**src/rtl/fma16_pkg.sv**
```systemverilog
// Shared types for the fma16 issue stage: opcodes, fma16 control bits, queued request and decoder.
package fma16_pkg;

    typedef enum logic [2:0] {
        FADD       = 3'd0,
        FSUB       = 3'd1,
        FMUL       = 3'd2,
        FMADD      = 3'd3,
        FMSUB      = 3'd4,
        FNMADD     = 3'd5,
        FNMSUB     = 3'd6,
        OP_ILLEGAL = 3'd7
    } op_e;

    typedef struct packed {
        logic mul;
        logic add;
        logic negr;
        logic negz;
    } fma16_ctl_t;

    typedef struct packed {
        fma16_ctl_t  ctl;
        logic [15:0] x;
        logic [15:0] y;
        logic [15:0] z;
        logic [1:0]  rm;
    } fma16_req_t;

    function automatic fma16_ctl_t decode_op(op_e op);
        fma16_ctl_t ctl;
        ctl = '0;
        case (op)
            FADD:    ctl = '{mul: 1'b0, add: 1'b1, negr: 1'b0, negz: 1'b0};
            FSUB:    ctl = '{mul: 1'b0, add: 1'b1, negr: 1'b0, negz: 1'b1};
            FMUL:    ctl = '{mul: 1'b1, add: 1'b0, negr: 1'b0, negz: 1'b0};
            FMADD:   ctl = '{mul: 1'b1, add: 1'b1, negr: 1'b0, negz: 1'b0};
            FMSUB:   ctl = '{mul: 1'b1, add: 1'b1, negr: 1'b0, negz: 1'b1};
            FNMADD:  ctl = '{mul: 1'b1, add: 1'b1, negr: 1'b1, negz: 1'b0};
            FNMSUB:  ctl = '{mul: 1'b1, add: 1'b1, negr: 1'b1, negz: 1'b1};
            default: ctl = '0;
        endcase
        return ctl;
    endfunction

endpackage

```
**src/rtl/fma16_issue_if.sv**
```systemverilog
// Upstream request bus and downstream fma16 operand bus of the issue stage.
interface fma16_issue_if #(
    parameter int unsigned CNTW = 16
);
    logic            in_valid;
    logic            in_ready;
    logic [2:0]      in_op;
    logic [15:0]     in_x;
    logic [15:0]     in_y;
    logic [15:0]     in_z;
    logic [1:0]      in_rm;
    logic            out_valid;
    logic            out_ready;
    logic [15:0]     x;
    logic [15:0]     y;
    logic [15:0]     z;
    logic            mul;
    logic            add;
    logic            negr;
    logic            negz;
    logic [1:0]      roundmode;
    logic            illegal_err;
    logic [CNTW-1:0] issue_cnt;

    modport slave (
        input  in_valid, in_op, in_x, in_y, in_z, in_rm, out_ready,
        output in_ready, out_valid, x, y, z, mul, add, negr, negz, roundmode,
               illegal_err, issue_cnt
    );

    modport master (
        output in_valid, in_op, in_x, in_y, in_z, in_rm, out_ready,
        input  in_ready, out_valid, x, y, z, mul, add, negr, negz, roundmode,
               illegal_err, issue_cnt
    );
endinterface

```
**src/rtl/fma16_issue_fifo.sv**
```systemverilog
// Synchronous DEPTH-entry FIFO of fma16 requests; storage is not reset.
module fma16_issue_fifo
    import fma16_pkg::*;
#(
    parameter int unsigned DEPTH = 4
) (
    input  logic       clk,
    input  logic       reset_n,
    input  logic       push,
    input  logic       pop,
    input  fma16_req_t wdata,
    output logic       full,
    output logic       empty,
    output fma16_req_t head
);
    localparam int unsigned PtrW = $clog2(DEPTH);
    localparam int unsigned CntW = PtrW + 1;

    fma16_req_t      mem [DEPTH];
    logic [PtrW-1:0] wr_ptr_q, rd_ptr_q;
    logic [CntW-1:0] count_q;
    logic            do_push, do_pop;

    assign full    = (count_q == CntW'(DEPTH));
    assign empty   = (count_q == '0);
    assign do_push = push & ~full;
    assign do_pop  = pop & ~empty;
    assign head    = mem[rd_ptr_q];

    always_ff @(posedge clk) begin
        if (do_push) begin
            mem[wr_ptr_q] <= wdata;
        end
    end

    // Pointers wrap naturally because DEPTH is a power of two.
    always_ff @(posedge clk or negedge reset_n) begin
        if (!reset_n) begin
            wr_ptr_q <= '0;
            rd_ptr_q <= '0;
            count_q  <= '0;
        end else begin
            if (do_push) wr_ptr_q <= wr_ptr_q + PtrW'(1);
            if (do_pop)  rd_ptr_q <= rd_ptr_q + PtrW'(1);
            case ({do_push, do_pop})
                2'b10:   count_q <= count_q + CntW'(1);
                2'b01:   count_q <= count_q - CntW'(1);
                default: count_q <= count_q;
            endcase
        end
    end
endmodule

```
**src/rtl/fma16_issue.sv**
```systemverilog
// fma16 operand issue stage: decodes opcodes, queues requests, presents the head to fma16.
module fma16_issue
    import fma16_pkg::*;
#(
    parameter int unsigned DEPTH = 4,
    parameter int unsigned CNTW  = 16
) (
    input  logic         clk,
    input  logic         reset_n,
    fma16_issue_if.slave bus
);
    op_e             op;
    fma16_req_t      wr_req, head;
    logic            full, empty, accept, push, pop;
    logic            illegal_q;
    logic [CNTW-1:0] issue_cnt_q;

    assign op     = op_e'(bus.in_op);
    assign accept = bus.in_valid & ~full;
    assign push   = accept & (op != OP_ILLEGAL);
    assign pop    = ~empty & bus.out_ready;

    always_comb begin
        wr_req     = '0;
        wr_req.ctl = decode_op(op);
        wr_req.x   = bus.in_x;
        wr_req.y   = bus.in_y;
        wr_req.z   = bus.in_z;
        wr_req.rm  = bus.in_rm;
    end

    fma16_issue_fifo #(
        .DEPTH (DEPTH)
    ) u_fifo (
        .clk     (clk),
        .reset_n (reset_n),
        .push    (push),
        .pop     (pop),
        .wdata   (wr_req),
        .full    (full),
        .empty   (empty),
        .head    (head)
    );

    always_ff @(posedge clk or negedge reset_n) begin
        if (!reset_n) begin
            illegal_q   <= 1'b0;
            issue_cnt_q <= '0;
        end else begin
            if (accept && op == OP_ILLEGAL) illegal_q <= 1'b1;
            if (pop) issue_cnt_q <= issue_cnt_q + CNTW'(1);
        end
    end

    // Unreset storage is hidden behind empty so fma16 sees +0 with no operation.
    always_comb begin
        bus.x         = '0;
        bus.y         = '0;
        bus.z         = '0;
        bus.roundmode = '0;
        bus.mul       = 1'b0;
        bus.add       = 1'b0;
        bus.negr      = 1'b0;
        bus.negz      = 1'b0;
        if (!empty) begin
            bus.x         = head.x;
            bus.y         = head.y;
            bus.z         = head.z;
            bus.roundmode = head.rm;
            bus.mul       = head.ctl.mul;
            bus.add       = head.ctl.add;
            bus.negr      = head.ctl.negr;
            bus.negz      = head.ctl.negz;
        end
    end

    assign bus.in_ready    = ~full;
    assign bus.out_valid   = ~empty;
    assign bus.illegal_err = illegal_q;
    assign bus.issue_cnt   = issue_cnt_q;
endmodule

```
**src/flat_wrapper.sv**
```systemverilog
// flat-port wrapper written by rule: the top's interface ports become plain ports
module fma16_issue_flat import fma16_pkg::*;
#(
    parameter int unsigned DEPTH = 4,
    parameter int unsigned CNTW  = 16
)
  (clk, reset_n, bus_in_valid, bus_in_op, bus_in_x, bus_in_y, bus_in_z, bus_in_rm, bus_out_ready, bus_in_ready, bus_out_valid, bus_x, bus_y, bus_z, bus_mul, bus_add, bus_negr, bus_negz, bus_roundmode, bus_illegal_err, bus_issue_cnt);
  fma16_issue_if #(.CNTW(CNTW)) bus_i ();
  input  logic clk;
  input  logic reset_n;
  input wire logic [$bits(bus_i.in_valid)-1:0] bus_in_valid;
  input wire logic [$bits(bus_i.in_op)-1:0] bus_in_op;
  input wire logic [$bits(bus_i.in_x)-1:0] bus_in_x;
  input wire logic [$bits(bus_i.in_y)-1:0] bus_in_y;
  input wire logic [$bits(bus_i.in_z)-1:0] bus_in_z;
  input wire logic [$bits(bus_i.in_rm)-1:0] bus_in_rm;
  input wire logic [$bits(bus_i.out_ready)-1:0] bus_out_ready;
  output wire logic [$bits(bus_i.in_ready)-1:0] bus_in_ready;
  output wire logic [$bits(bus_i.out_valid)-1:0] bus_out_valid;
  output wire logic [$bits(bus_i.x)-1:0] bus_x;
  output wire logic [$bits(bus_i.y)-1:0] bus_y;
  output wire logic [$bits(bus_i.z)-1:0] bus_z;
  output wire logic [$bits(bus_i.mul)-1:0] bus_mul;
  output wire logic [$bits(bus_i.add)-1:0] bus_add;
  output wire logic [$bits(bus_i.negr)-1:0] bus_negr;
  output wire logic [$bits(bus_i.negz)-1:0] bus_negz;
  output wire logic [$bits(bus_i.roundmode)-1:0] bus_roundmode;
  output wire logic [$bits(bus_i.illegal_err)-1:0] bus_illegal_err;
  output wire logic [$bits(bus_i.issue_cnt)-1:0] bus_issue_cnt;
  assign bus_i.in_valid = bus_in_valid;
  assign bus_i.in_op = bus_in_op;
  assign bus_i.in_x = bus_in_x;
  assign bus_i.in_y = bus_in_y;
  assign bus_i.in_z = bus_in_z;
  assign bus_i.in_rm = bus_in_rm;
  assign bus_i.out_ready = bus_out_ready;
  assign bus_in_ready = bus_i.in_ready;
  assign bus_out_valid = bus_i.out_valid;
  assign bus_x = bus_i.x;
  assign bus_y = bus_i.y;
  assign bus_z = bus_i.z;
  assign bus_mul = bus_i.mul;
  assign bus_add = bus_i.add;
  assign bus_negr = bus_i.negr;
  assign bus_negz = bus_i.negz;
  assign bus_roundmode = bus_i.roundmode;
  assign bus_illegal_err = bus_i.illegal_err;
  assign bus_issue_cnt = bus_i.issue_cnt;
  fma16_issue #(.DEPTH(DEPTH), .CNTW(CNTW)) u_core (.clk(clk), .reset_n(reset_n), .bus(bus_i));
endmodule
```
**config.mk**
```make
export PLATFORM = sky130hd
export DESIGN_NAME = fma16_issue_flat
export DESIGN_NICKNAME = d
export VERILOG_FILES = /design/src/rtl/fma16_pkg.sv /design/src/rtl/fma16_issue_if.sv /design/src/rtl/fma16_issue_fifo.sv /design/src/rtl/fma16_issue.sv /design/src/flat_wrapper.sv
export SDC_FILE = /design/constraint.sdc
export NUM_CORES = 1
export LEC_CHECK = 0
export CAP_MARGIN = 5
export CORE_ASPECT_RATIO = 2
export CORE_MARGIN = 5
export CORE_UTILIZATION = 54
export CTS_CLUSTER_DIAMETER = 50
export DETAILED_ROUTE_END_ITERATION = 10
export HOLD_SLACK_MARGIN = 0.08
export PLACE_DENSITY = 0.91
export SKIP_LAST_GASP = 1
export SYNTH_ARGS = -nofsm -noshare
export SYNTH_HDL_FRONTEND = slang
export SYNTH_SLANG_ARGS = --single-unit
```
**constraint.sdc**
```tcl
create_clock -name clk -period 3.7 [get_ports clk]
set_clock_uncertainty 0.05 [all_clocks]
set_input_delay 0.74 -clock clk [delete_from_list [all_inputs] [get_ports clk]]
set_output_delay 0.74 -clock clk [all_outputs]
set_load 0.05 [all_outputs]
```
Yosys cells after proc, flatten, opt, wreduce, memory -nomap -nowiden
Memories as Yosys holds them, arrays and structs flattened.
Index checks and enable logic that the tools add are counted.
- logic and storage cells: 45
- memory bits (read-only): 0
- bits in latches: 0
- memory bits (writable): 216
- memories: 1
- register bits: 24
- input bits: 57
- memories (memory ; depth ; width ; rd ports ; clocked after memory_dff ; write ports ; RTL line ; RTL):
    u_core.u_fifo.mem ; 4 ; 54 ; 1 ; 0 ; 1 ; fma16_issue_fifo.sv:19 ; fma16_req_t mem [DEPTH];
- $mul: 0
- equal/unequal tests: 11
- $add $sub $neg: 5
- divide/modulo/power cells: 0
- bitwise logic cells: 7
- $lt $le $gt $ge: 0
- reduce and logical (&&, ||, !) cells: 4
- muxes and demuxes: 12
- shifts and indexed selects: 0
- operators by type and width (operator ; number):
    two-way mux 16 bit ; 3
    case mux 4 bit (7 select lines) ; 1
    adder 16 x 1 -> 16 bit (second input constant) ; 1
    equality test 3 bit (second input constant) ; 5
    equality test 3 x 2 -> 1 bit (second input constant) ; 2
    zero test 3 bit ; 2
    two-way mux 1 bit ; 6
    case mux 3 bit (2 select lines) ; 1
    bitwise AND 1 bit ; 5
    adder 2 x 1 -> 2 bit (second input constant) ; 2
    adder 3 x 1 -> 3 bit (second input constant) ; 1
    equality test 3 x 1 -> 1 bit (second input constant) ; 1
    != test 3 bit (second input constant) ; 1
    subtractor 3 x 1 -> 3 bit (second input constant) ; 1
    equality test 2 x 1 -> 1 bit (second input constant) ; 1
    equality test 2 bit (second input constant) ; 1
    two-way mux 2 bit ; 1
    NOT 1 bit ; 2
    nonzero test 2 bit ; 1
    logical AND 1 bit ; 1

Logic depth before layout (Yosys ltp)
Gate-level depths: netlist of the first run.
- depth in word-level cells: 7
- mapped depth: 10

By module
From an unflattened synthesis of the first run, not the netlist that was laid out.
- cell total of the unflattened synthesis: 450
- area total of the unflattened synthesis: 9411.5 um^2
- by module, submodules not included (module ; times used ; cells an instance ; sequential area each (um^2) ; area each (um^2)):
    fma16_issue_fifo ; 1 ; 319 ; 6661.4 ; 8217.9
    fma16_issue ; 1 ; 131 ; 425.4 ; 1193.6

Least setup slack after synthesis of the first run
Ideal clock, no wire load.
- path type: register to register
- from: reg u_core.u_fifo.count_q[2]
- to: mem u_core.u_fifo.mem[0][0] (netlist bit), enable pin
- arrival: 2.529 ns
- path slack: 0.704 ns
- setup time: 0.417 ns
- buffers on the path: 0
- stages on the path, launching flop included: 5
- path through: dfrtp_1 or3b_1 nand2_1 nor2_2 and2_1
- longest elaborated chain between the ends: 7
- ends and longest elaborated chain (what ; RTL line ; RTL):
    from (decl) ; fma16_issue_fifo.sv:21 ; logic [CntW-1:0] count_q;
    from (signal assigned) ; fma16_issue_fifo.sv:46 ; 2'b10: count_q <= count_q + CntW'(1);
    from (signal assigned) ; fma16_issue_fifo.sv:47 ; 2'b01: count_q <= count_q - CntW'(1);
    from (signal assigned) ; fma16_issue_fifo.sv:48 ; default: count_q <= count_q;
    equality test 3 bit (*) ; fma16_issue_fifo.sv:24 ; assign full = (count_q == CntW'(DEPTH));
    NOT 1 bit (*) ; n/a ;
    net bus_in_ready ; flat_wrapper.sv:18 ; output wire logic [$bits(bus_i.in_ready)-1:0] bus_in_ready;
    bitwise AND 1 bit ; fma16_issue.sv:19 ; assign accept = bus.in_valid & ~full;
    bitwise AND 1 bit ; fma16_issue.sv:20 ; assign push = accept & (op != OP_ILLEGAL);
    bitwise AND 1 bit (*) ; fma16_issue_fifo.sv:26 ; assign do_push = push & ~full;
    two-way mux 1 bit (*) ; fma16_issue_fifo.sv:31 ; if (do_push) begin
    two-way mux 1 bit (not written as such) (*) ; fma16_issue_fifo.sv:32 ; mem[wr_ptr_q] <= wdata;
    to (decl) ; fma16_issue_fifo.sv:19 ;
The timed path passes the listed nets; every way through them passes the cells marked *.

Final worst setup path of the first run
- from: reg u_core.u_fifo.rd_ptr_q[0]
- to: out bus_z[3]
- longest elaborated chain between the ends: 2
- ends and longest elaborated chain (what ; RTL line ; RTL):
    from (decl) ; fma16_issue_fifo.sv:20 ; logic [PtrW-1:0] wr_ptr_q, rd_ptr_q;
    from (signal assigned) ; fma16_issue_fifo.sv:44 ; if (do_pop) rd_ptr_q <= rd_ptr_q + PtrW'(1);
    memory read (4 x 54 bit) ; n/a ;
    two-way mux 16 bit ; fma16_issue.sv:65 ; if (!empty) begin
    to (decl) ; flat_wrapper.sv:22 ; output wire logic [$bits(bus_i.z)-1:0] bus_z;
No other way between the ends.

==> results.toml, run 1 <==
[detailed_routing]
drtIter0Drc = 333
vias_per_cell = 5.59
vias = 4573
first_pass_iters = 4
antenna_left = 0
wl_per_cell_um = 22.1
drcViolationCount = 0
routed_wl_um = 18100

[sta]
setup_violations = 0
setup-tns-final_ps = 0
fin_crit_sh_pct = 96.9
max-slew-margin-rel_pct = 39.7
fmax_mhz = 279
tightest_slew_ps = 901
hold_violations = 0
drv_slew = 0
period_minus_slack_ps = 3590
rsz0062_at_grt = "no"

[place]
place_hpwl_um = 11700
routabilityCongestion = 0.764
port_buffers = 129

[pwr]
p_clk_share_pct = 18.5
leakagePower_nw = 3.97
power.density_nw_per_um2 = 915
peakVddDrop_mv = 0.578
seqPwrFrac_pct = 35.2
power.share.switching_pct = 38.9
power_frac_comb_pct = 46.3
power_w = 0.0106
internal_power_w = 0.00647
switching_power_w = 0.00413

[die]
dieArea_um2 = 20300
start_util_pct = 54.6
die_w_um = 103
num_rows = 68
chipHeight_um = 196
core-area_um2 = 17200
pin_count = 130

[global_route]
grt_usage_pct = 18.5
grt_pass1_vias = 5036
grt_start_max_net_pins = 57
grt_pass1_wl_um = 28100
grt_overflow_total = 0
antenna_found_initial = 2

[setup_path]
cp-end-kind = "output port"
timing_worst_setup_path_type = "register to output port"
reg2reg_slack_ps = 1380
startpoint_type = "register"
worstPathCellList = "buf_12 > mux4_2 > and2_1 > clkdlybuf4s50_1"
path_delay_family = "buffers and inverters"
crit_buf_inv = 2
cp.required_ps = 2910
cpMaxStageDelayCell = "clkdlybuf4s50_1"
max_stage_delay_ps = 700
arrival_ps = 2800
crit_path_max_fanout = 24

[cts]
cts.sinks = 240
postCtsHoldBufs = 0
postCtsSetupBuffers = 0
clockBufferDepth = 3
clk_pin_slew_worst_paths_ps = 60
tritoncts = "built"
cts_buffers = 20
htree_levels = 1
worstSkewPairLatency_ps = 490
root_buffer = "clkbuf_16"

[synth]
synthAdderAreaFrac_pct = 1.01
avgSynthCellArea_um2 = 20.9
async_flop_share_pct = 10.0
ys_types = 31
synthSimpleGateAreaFrac_pct = 6.00
synth_fp_nets = 514
synth-xor-area-share_pct = 2.23
synth_warnings = 0
synth_area_um2 = 9390
synthFlopType = "edfxtp_1"
synthCells = 450
ys_seq_area_share_pct = 75.5
synth_compound_area_share_pct = 0.240
synth_mux_area_share_pct = 13.3
synth_top_family_by_area = "multiplexers"
ys_ff_latch = 240
synth_edf_count = 216

[cells_and_area]
drive_gt1_share_pct = 18.6
area_growth_pct = 23.4
nets = 659

[run_status]
status = "finished, final reports clean"

[worst_hold_path]
hp-class = "register to register"

[job]
drv_cap = 0
-- cell usage after synthesis (2+ instances only) --
library cell	n	share of area, %
nor2_1	5	0.20
xnor2_1	16	1.5
xor2_1	6	0.56
edfxtp_1	216	69
nand2_1	12	0.48
mux4_2	54	13
ha_1	6	0.80
clkbuf_1	6	0.24
mux2_2	2	0.24
and4_4	2	0.24
and2_1	59	3.9
dfrtp_1	24	6.4
nand4_1	3	0.20
buf_6	7	0.84
nand3_1	4	0.21
buf_2	7	0.37
inv_1	7	0.28
-- worst paths after layout --
| kind | start | to | cells after the start |
|---|---|---|---|
| max | u_core.u_fifo.rd_ptr_q[0] | bus_z[3] | 4 |
| min | u_core.bus.illegal_err | u_core.bus.illegal_err | 1 |
| max reg2reg | u_core.u_fifo.count_q[0] | u_core.u_fifo.count_q[2] | 10 |
| min reg2reg | u_core.bus.illegal_err | u_core.bus.illegal_err | 1 |
| max in group asynchronous | reset_n | u_core.u_fifo.rd_ptr_q[0] | 1 |
| min in group asynchronous | reset_n | u_core.bus.issue_cnt[9] | 1 |
-- power by group through the flow --
stage | sequential [W] | clock [W] | combinational (W)
2_1_floorplan | 0.00382 | 0 | 0.00338
3_3_place_gp | 0.00373 | 0 | 0.00489
3_5_place_dp | 0.00378 | 0 | 0.00497
4_1_cts | 0.00373 | 0.00200 | 0.00500
5_1_grt | 0.00378 | 0.00212 | 0.00516
6_report | 0.00373 | 0.00196 | 0.00491
-- kinds of logic (layout without fill, tap and decap cells) --
kind of cell	after synthesis	count (layout)
compound gates	3	3
xor+xnor	23	23
fa+ha+maj	7	7
buf+inv	27	183
flops	240	240
mux	57	57
other cells	0	2
simple gates	93	93
-- layout make-up --
cell class / instances / area (um2)
clock buffer: 24 / 568
timing repair buffer: 143 / 1430
tap: 210 / 263
clock inverter: 9 / 48.8
inverter: 7 / 26.3
multi-input combinational: 183 / 2150
fill: 1079 / 5600
antenna: 2 / 5.00
sequential: 240 / 7090
-- what timing repair did --
action	4_1_cts	5_1_grt
endpoints found under the hold margin	0	0
resized for setup	0	10
endpoints found under the setup margin	0	31
-- per-layer routing --
layer | up-vias | GRT usage [%] | share of wire, %
li1 | 2057 | - | -
met1 | 2341 | 21.7 | 35
met2 | 140 | 33.8 | 57
met3 | 35 | 2.59 | 4.8
met4 | 0 | 6.68 | 2.9
met5 | - | 0 | 0
-- worst register-to-register path, delay by kind of cell (launching register included) --
kind	cells	cell delay, ps
xor gates and xnor gates	2	310
adders and majority gates	2	570
buffers and inverters	2	150
and+or+nand+nor	4	750
DFF	1	430
-- flip-flops by register name, indices dropped and copies added, names as in the netlist --
name / cells
u_core.u_fifo.rd_ptr_q: 2
u_core.u_fifo.wr_ptr_q: 2
u_core.u_fifo.count_q: 3
u_core.bus.issue_cnt: 16
u_core.bus.illegal_err: 1
u_core.u_fifo.mem: 216
-- cells in the final DEF, fill, tap and decap left out, types with 2 or more instances in the layout --
cell,instances
and2_1,55
and2_2,4
and4_4,2
buf_4,13
clkbuf_16,22
clkdlybuf4s50_1,120
clkinv_1,4
clkinv_2,2
clkinvlp_4,2
dfrtp_1,22
diode_2,2
dlymetal6s2s_1,9
edfxtp_1,216
ha_1,6
inv_1,7
mux2_2,2
mux4_2,54
nand2_1,12
nand3_1,4
nand4_1,3
nor2_1,5
xnor2_1,16
xor2_1,6
-- per-stage QoR --
step	area, um2	hold WS [ps]	worst slack, ps	instances	utilization [%]
after floorplan	9390	394	704	450	-
after global placement	10900	407	589	783	63.6
after detailed placement	10900	416	540	783	63.6
after CTS	11600	434	3.78	816	67.2
after global routing	11600	452	2.60	818	67.4
final	11600	428	114	818	67.4
No activity file was read; power rests on OpenSTA's default activity.
==> run 2: changes to the inputs <==
==> constraint.sdc (replaced) <==
create_clock -name clk -period 3.7 [get_ports clk]
set_clock_uncertainty 0.05 [all_clocks]
set_input_delay 0.925 -clock clk [delete_from_list [all_inputs] [get_ports clk]]
set_output_delay 0.925 -clock clk [all_outputs]
set_load 0.05 [all_outputs]
==> run 2 against run 1 <==
Against the previous run: flip-flop and latch count stayed put; cell count is 0.86% higher; non-clock buffer count is 3 higher; critical path depth stayed put; largest power group unchanged.
==> results.toml, run 2 (synthesized netlist as in run 1, its figures left out) <==
[cts]
cts_buffers = 20
tritoncts = "built"
htree_levels = 1
worstSkewPairLatency_ps = 480
clockBufferDepth = 3
clk_pin_slew_worst_paths_ps = 70
cts.sinks = 240
postCtsHoldBufs = 0
root_buffer = "clkbuf_16"

[cells_and_area]
top_register = "u_core.u_fifo.mem"
multi_input_area_um2 = 2150
drive_gt1_share_pct = 19.6
final_common_cell = "edfxtp_1"
nFillCells = 1074
largest_reg_flops = 216
final_cell_mix = "216 x edfxtp_1, 109 x clkdlybuf4s50_1, 55 x and2_1, 54 x mux4_2, 22 x dfrtp_1"
register_area_um2 = 7090
nets = 662
area_growth_pct = 24.3
finalNonFillerCells = 825

[setup_path]
r2r-end = "u_core.u_fifo.count_q[2]"
cp-end-kind = "output port"
path_delay_family = "buffers and inverters"
cpMaxStageDelayCell = "clkdlybuf4s50_1"
crit_buf_inv = 2
cp.required_ps = 2720
worstPathCellList = "buf_12 > mux4_2 > and2_1 > clkdlybuf4s50_1"
timing_worst_setup_path_type = "register to output port"
max_stage_delay_ps = 710
reg2reg_from = "u_core.u_fifo.count_q[0]"
crit_path_max_fanout = 34
r2r_cells = 10
arrival_ps = 2650
reg2reg_slack_ps = 1330
startpoint_type = "register"

[die]
pin_count = 130
chipHeight_um = 196
core-area_um2 = 17200
die_w_um = 103
num_rows = 68
dieArea_um2 = 20300
start_util_pct = 54.6

[worst_hold_path]
worstHoldPathCells = 1
hp-class = "register to register"
hold_start = "u_core.bus.issue_cnt[15]"
hold_end = "u_core.bus.issue_cnt[15]"

[place]
routabilityCongestion = 0.783
place_hpwl_um = 11900
placedCellCount = 786
port_buffers = 129

[run_status]
status = "finished, final reports clean"

[sta]
period_minus_slack_ps = 3630
max-slew-margin-rel_pct = 39.1
setup_violations = 0
rsz0062_at_grt = "no"
tightest_slew_ps = 910
drv_slew = 0
fmax_mhz = 276
hold_violations = 0
fin_crit_sh_pct = 98.0
setup-tns-final_ps = 0

[detailed_routing]
antenna_left = 0
wl_per_cell_um = 22.1
routed_wl_um = 18300
drtIter0Drc = 247
first_pass_iters = 4
vias = 4619
vias_per_cell = 5.60
drcViolationCount = 0

[job]
drv_cap = 0

[global_route]
grt_usage_pct = 18.7
grt_pass1_wl_um = 28300
grt_start_max_net_pins = 35
grt_overflow_total = 0
antenna_found_initial = 4
grt_pass1_vias = 5072

[pwr]
power.density_nw_per_um2 = 917
peakVddDrop_mv = 0.714
leakagePower_nw = 4.10
## run 2: worst max-delay path by stage
| stage | startpoint | endpoint | depth (start not counted) |
|---|---|---|---|
| global route | u_core.u_fifo.rd_ptr_q[0] | bus_z[6] | 4 |
| detailed placement | u_core.u_fifo.rd_ptr_q[0] | bus_negz | 4 |
| floorplan | bus_in_op[2] | u_core.u_fifo.mem[0][0] | 3 |
| CTS | u_core.u_fifo.rd_ptr_q[0] | bus_y[0] | 4 |
| finish | u_core.u_fifo.rd_ptr_q[0] | bus_negr | 4 |
| global placement | u_core.u_fifo.rd_ptr_q[0] | bus_negz | 4 |
## run 2: timing repair
| item | CTS | global route |
|---|---|---|
| buffers inserted | 0 | 0 |
| endpoints found under the setup margin | 7 | 17 |
| gates resized for setup | 2 | 17 |
| cloned | 0 | 0 |
## run 2: stage by stage
stage / setup slack (ps) / utilization [%] / hold slack, ps / power, W / cell area, um2
after floorplan: 568 / - / 419 / 0.00719 / 9390
after global placement: 523 / 63.9 / 415 / 0.00870 / 11000
after detailed placement: 518 / 63.9 / 427 / 0.00883 / 11000
after CTS: 6.97 / 67.6 / 445 / 0.0108 / 11600
after global routing: 6.97 / 67.9 / 456 / 0.0112 / 11700
final: 75.0 / 67.9 / 435 / 0.0107 / 11700
## run 2: cell type report
cell class / count / share of cell area (%)
well taps: 210 / 2.25
repair buffers: 146 / 12.9
flip-flops and latches: 240 / 60.8
clock inverters: 12 / 0.804
multi-input cells: 183 / 18.4
diodes: 4 / 0.0858
inverters: 7 / 0.225
clock buffers: 23 / 4.57
## run 2: per-layer routing
metal | vias up | share of wire, % | global-route usage (%) | wire length (um)
met5 | - | 0 | 0 | 0
met4 | 0 | 3.3 | 7.25 | 601
met3 | 36 | 5.8 | 2.83 | 1060
met2 | 143 | 55 | 32.8 | 10000
met1 | 2378 | 36 | 23.0 | 6570
li1 | 2062 | - | - | -
## run 2: power breakdown
group	total [W]	switching, W	internal [W]
clock	0.00199	0.000884	0.00111
sequential	0.00375	0.000235	0.00351
combinational	0.00496	0.00305	0.00190
total	0.0107	0.00417	0.00653
